===== config.mk =====
export PLATFORM = sky130hd
export DESIGN_NAME = relu_requant_fifo
export DESIGN_NICKNAME = d
export VERILOG_FILES = /design/src/rtl/relu_requant_fifo.sv
export SDC_FILE = /design/constraint.sdc
export NUM_CORES = 1
export LEC_CHECK = 0
export BUFFER_PORTS_ARGS = -buffer_cell sky130_fd_sc_hd__buf_4
export CORE_ASPECT_RATIO = 1.5
export CORE_MARGIN = 4
export CORE_UTILIZATION = 55
export CTS_CLUSTER_DIAMETER = 120
export DETAILED_ROUTE_END_ITERATION = 6
export GPL_TIMING_DRIVEN = 0
export PLACE_DENSITY = 0.77
export SLEW_MARGIN = 30
export SYNTH_ARGS = -nofsm -noshare
export SYNTH_HDL_FRONTEND = slang
export SYNTH_SLANG_ARGS = --single-unit

===== constraint.sdc =====
create_clock -name clk -period 8.24 [get_ports clk]
set_input_delay 0.824 -clock clk [delete_from_list [all_inputs] [get_ports clk]]
set_output_delay 0.824 -clock clk [all_outputs]
set_load 0.05 [all_outputs]

===== src/rtl/relu_requant_fifo.sv =====
// relu_requant_fifo
//   Takes the pooler's signed 32-bit result stream and applies ReLU, a fixed
//   arithmetic right shift and saturation to 16 bits. Results go into a
//   synchronous FIFO. The next layer pulls 16-bit activations with rd_en.
//   frame_done pulses once the FIFO has drained after the pooler's end-of-frame
//   level rises.
// Ports
//   clk, global_rst           clock; async active-high reset
//   in_data/in_valid/in_end   pooled result stream and end-of-frame level
//   rd_en                     read request from the next layer
//   out_data/out_valid        activation, valid one cycle after an accepted rd_en
//   full/empty/count          occupancy, decoded from the registered count
//   overflow                  sticky: a write was dropped because the FIFO was full
//   frame_done                one-cycle pulse: frame ended and FIFO drained
module relu_requant_fifo #(
    parameter int SHIFT = 8,
    parameter int DEPTH = 16,
    parameter int AW    = 4
) (
    input  logic          clk,
    input  logic          global_rst,
    input  logic [31:0]   in_data,
    input  logic          in_valid,
    input  logic          in_end,
    input  logic          rd_en,
    output logic [15:0]   out_data,
    output logic          out_valid,
    output logic          full,
    output logic          empty,
    output logic [AW:0]   count,
    output logic          overflow,
    output logic          frame_done
);

    localparam logic [AW:0] FULL_CNT = (AW+1)'(DEPTH);

    logic [15:0]   mem_q [DEPTH];
    logic [AW-1:0] wr_ptr_q, rd_ptr_q;
    logic [AW:0]   count_q, count_d;
    logic [15:0]   out_data_q;
    logic          out_valid_q, overflow_q, frame_done_q, frame_done_d;
    logic          end_pending_q, end_pending_d, in_end_q;

    // Requantize. Negative inputs clamp to 0. A shifted value needing more
    // than 15 magnitude bits saturates to the largest positive int16.
    logic [31:0] shifted;
    logic [15:0] wr_val;
    always_comb begin
        shifted = in_data >> SHIFT;
        if (in_data[31])
            wr_val = 16'h0000;
        else if (|shifted[31:15])
            wr_val = 16'h7FFF;
        else
            wr_val = shifted[15:0];
    end

    assign full  = (count_q == FULL_CNT);
    assign empty = (count_q == '0);

    // A write while full is rejected even if a read is accepted this cycle.
    // A read while empty is ignored, so there is no read-through.
    logic wr_acc, rd_acc, end_rise;
    assign wr_acc   = in_valid && !full;
    assign rd_acc   = rd_en && !empty;
    assign end_rise = in_end && !in_end_q;

    always_comb begin
        count_d = count_q;
        case ({wr_acc, rd_acc})
            2'b10:   count_d = count_q + (AW+1)'(1);
            2'b01:   count_d = count_q - (AW+1)'(1);
            default: count_d = count_q;
        endcase
    end

    // The drain check uses the registered count. A write accepted this cycle
    // means the frame is not drained yet. A second rise while pending is
    // absorbed because the pending flag is already set.
    always_comb begin
        frame_done_d  = end_pending_q && empty && !wr_acc;
        end_pending_d = end_pending_q;
        if (frame_done_d)
            end_pending_d = 1'b0;
        else if (end_rise)
            end_pending_d = 1'b1;
    end

    // The storage array has no reset. Its contents are unreachable until written.
    always_ff @(posedge clk) begin
        if (wr_acc)
            mem_q[wr_ptr_q] <= wr_val;
    end

    always_ff @(posedge clk or posedge global_rst) begin
        if (global_rst) begin
            wr_ptr_q      <= '0;
            rd_ptr_q      <= '0;
            count_q       <= '0;
            out_data_q    <= '0;
            out_valid_q   <= 1'b0;
            overflow_q    <= 1'b0;
            frame_done_q  <= 1'b0;
            end_pending_q <= 1'b0;
            in_end_q      <= 1'b0;
        end else begin
            count_q       <= count_d;
            out_valid_q   <= rd_acc;
            frame_done_q  <= frame_done_d;
            end_pending_q <= end_pending_d;
            in_end_q      <= in_end;
            if (wr_acc)
                wr_ptr_q <= wr_ptr_q + AW'(1);
            if (rd_acc) begin
                out_data_q <= mem_q[rd_ptr_q];
                rd_ptr_q   <= rd_ptr_q + AW'(1);
            end
            if (in_valid && full)
                overflow_q <= 1'b1;
        end
    end

    assign out_data   = out_data_q;
    assign out_valid  = out_valid_q;
    assign count      = count_q;
    assign overflow   = overflow_q;
    assign frame_done = frame_done_q;

endmodule


==> results.py <==
metrics = {
    "floorplan": {
        "initial_core_util": 0.5597,
        "fp.dieW_um": 125.9,
        "die_area_um2": 23280,
        "io_pins": 63,
        "fp-row-count": 64,
        "dieHeight_um": 184.9,
        "core_um2": 20500,
    },
    "yosys": {
        "async_reset_ff_frac": 0.1172,
        "synth_area_leaders": "edfxtp_1 67%, mux4_2 13%, dfrtp_1 7.4%",
        "synth.avg_cell_area_um2": 20.09,
        "ys_ff_latch": 290,
        "yosys.area.top_type_share": 0.6700,
        "ys.warnings.count": 0,
        "synth-edff-count": 256,
        "synthFlopType": "edfxtp_1",
        "yosysMostFrequentCell": "edfxtp_1",
        "synth_largest_area_cell": "edfxtp_1",
        "syn_inst": 571,
        "ys_types": 44,
        "netlist_top_cells_count": "256 x edfxtp_1, 64 x mux4_2, 46 x nor2_1, 34 x dfrtp_1, 21 x o22ai_1",
        "netlist_area_um2": 11470,
        "yosysSeqAreaShare": 0.7442,
    },
    "place": {
        "dp_hpwl_um": 15660,
        "dp.cells": 918,
        "port_buffers": 53,
        "gp_congestion": 0.7948,
    },
    "worst_setup_path": {
        "reg2reg_depth": 13,
        "crit_type": "reg2reg",
        "crit_required_ns": 8.63,
        "cp_top_family": "simple AND/OR/NAND/NOR gates",
        "critPathLaunchType": "flip-flop",
        "cp_cell_sequence": "buf_6 > or4_4 > o21a_1 > buf_6 > buf_6 > ha_1 > clkbuf_1 > xor2_1 > ha_1 > and3b_1 > o21ai_0 > a31oi_1 > xor2_1",
        "crit_top_cell": "buf_6",
        "crit_buf_inv": 4,
        "cp.depth": 13,
        "cpPeakStageDelay_ns": 0.55,
        "worstPathArrival_ns": 3.60,
        "worstSetupStartpoint": "count[1]$_DFFE_PP0P_",
        "path_max_fanout": 12,
        "r2r-start": "count[1]$_DFFE_PP0P_",
        "cp_slowest_cell": "or4_4",
        "end_kind": "flip-flop",
    },
    "timing": {
        "finalSetupViolations": 0,
        "grt_setup_unrepaired": "no",
        "slew_headroom": 0.3618,
        "period_share": 0.3898,
        "fmax_mhz": 311.3,
        "skew_ns": 0.008095,
        "tightest_slew_ns": 0.9538,
        "hold_viol": 0,
        "period_needed_ns": 3.212,
        "finalSetupTns_ns": 0,
        "drv_slew": 0,
    },
    "detailed_routing": {
        "route.detailed.drc": 0,
        "drt_first_pass_iters": 7,
        "ant_nets": 0,
        "viasPerCell": 5.971,
        "drt-total-wl_um": 23600,
        "vias": 5744,
        "wire_per_inst_um": 24.53,
        "drt_iter0_drc": 585,
    },
    "layout": {
        "num-fill-cells": 1344,
        "antenna_cells": 0,
        "instances_no_fill": 962,
        "drive_gt1_frac": 0.3639,
        "nets": 725,
        "multi_input_area_um2": 2872,
        "syn_to_final_growth_pct": 16.40,
        "regArea_um2": 8538,
    },
    "clock_network": {
        "cts.sinks": 290,
        "numCtsBuffers": 24,
        "cts_tree": "built",
        "holdBufCountCts": 0,
        "cts_buffer_depth": 3,
        "clk_pin_slew_ns": 0.07,
        "h-tree-depth": 1,
        "postCtsSetupRepairBufs": 0,
        "clockRootBuffer": "clkbuf_16",
        "clkLatencyLatePin_ns": 0.53,
        "cts_resized": 0,
    },
    "pwr": {
        "irDropWorstVdd_mv": 0.1556,
        "leakagePower_nw": 4.475,
        "power.density_nw_per_um2": 348.0,
    },
    "grt": {
        "grt_pass1_wl_um": 36430,
        "grt_max_degree": 29,
        "antenna_found_initial": 0,
        "gr-total-overflow": 0,
        "grt_pass1_vias": 6225,
        "grtUsageTotal": 0.2077,
    },
    "run_status": {
        "outcome": "complete, no violations",
    },
    "flow_run": {
        "max_cap_viol_count": 0,
    },
    "worst_hold_path": {
        "hp-class": "in2async",
    },
}
## flip-flops by register name, summed over array words and instances (netlist names)
register       cells
mem_q            256
rd_ptr_q           4
count              5
overflow           1
wr_ptr_q           4
out_data          16
in_end_q           1
out_valid          1
end_pending_q      1
frame_done         1
## power breakdown
group	switching [mW]	internal, mW	leakage [nW]	total [mW]
clock	0.488	0.675	0.393	1.16
sequential	0.0922	1.81	2.70	1.90
combinational	0.914	0.668	1.38	1.58
## worst register-to-register path, stage by stage (launching register included)
cell	delay, ns
dfrtp_1	0.40
buf_6	0.14
or4_4	0.55
o21a_1	0.20
buf_6	0.16
buf_6	0.18
ha_1	0.19
clkbuf_1	0.22
xor2_1	0.20
ha_1	0.25
and3b_1	0.17
o21ai_0	0.14
a31oi_1	0.13
xor2_1	0.16
## cells in the final DEF, fill, tap and decap left out, types with 8 or more instances in the layout
master,synthesis,layout
ha_1,8,8
buf_4,2,60
mux4_2,64,64
o22ai_1,21,21
nor2_1,46,23
edfxtp_1,256,256
o22ai_2,12,12
a21oi_2,10,10
dfrtp_1,34,34
mux2_2,17,17
buf_1,8,8
conb_1,1,16
a21oi_1,9,9
clkbuf_16,0,25
clkbuf_1,10,14
nor2_2,0,17
buf_6,5,10
## worst paths after layout
| path | endpoint | slack [ns] |
|---|---|---|
| max | count[4]$_DFFE_PP0P_ | 5.03 |
| min | out_valid$_DFF_PP0_ | 0.20 |
| max reg2reg | count[4]$_DFFE_PP0P_ | 5.03 |
| min reg2reg | overflow$_DFFE_PP0P_ | 0.47 |
| max in group asynchronous | out_data[6]$_DFFE_PP0P_ | 7.62 |
| min in group clk | in_end_q$_DFF_PP0_ | 0.42 |
## kinds of logic (layout without fill, tap and decap cells)
logic type / after synthesis / in the layout / share of synthesized area
buffers and inverters: 39 / 151 / 0.01985
AND/OR/NAND/NOR: 76 / 76 / 0.03043
flip-flops: 290 / 290 / 0.7442
adder cells (fa/ha/maj): 8 / 8 / 0.008724
multiplexers: 82 / 82 / 0.1436
XOR/XNOR: 12 / 12 / 0.009160
AO/OA/AOI/OAI: 63 / 63 / 0.04373
other: 1 / 16 / 0.0003268
## stage by stage
step	hold slack (ns)	power [mW]	setup slack, ns	util	area, um^2
2_1_floorplan	0.4547	3.043	5.059	-	11530
3_3_place_gp	0.4385	3.422	3.756	0.5980	12260
3_5_place_dp	0.4589	3.519	4.845	0.6105	12510
4_1_cts	0.1958	4.674	5.025	0.6503	13330
5_1_grt	0.2096	4.845	4.821	0.6515	13360
6_report	0.2023	4.648	5.028	0.6515	13360
## area by class of cell
| cell class | count | area share |
|---|---|---|
| sequential | 290 | 0.6393 |
| clock buffer | 32 | 0.05106 |
| clock inverter | 12 | 0.01002 |
| buffer | 34 | 0.01565 |
| inverter | 5 | 0.001405 |
| tap | 264 | 0.02473 |
| multi-input combinational | 257 | 0.2150 |
| timing repair buffer | 68 | 0.04281 |
## layer usage
metal	vias to the layer above	global-route usage	share of wire
met4	0	0.06956	0.029
li1	2511	-	-
met5	-	0	0
met1	2978	0.2577	0.37
met3	46	0.02683	0.060
met2	209	0.3790	0.54
(Power assumes the default switching activity.)
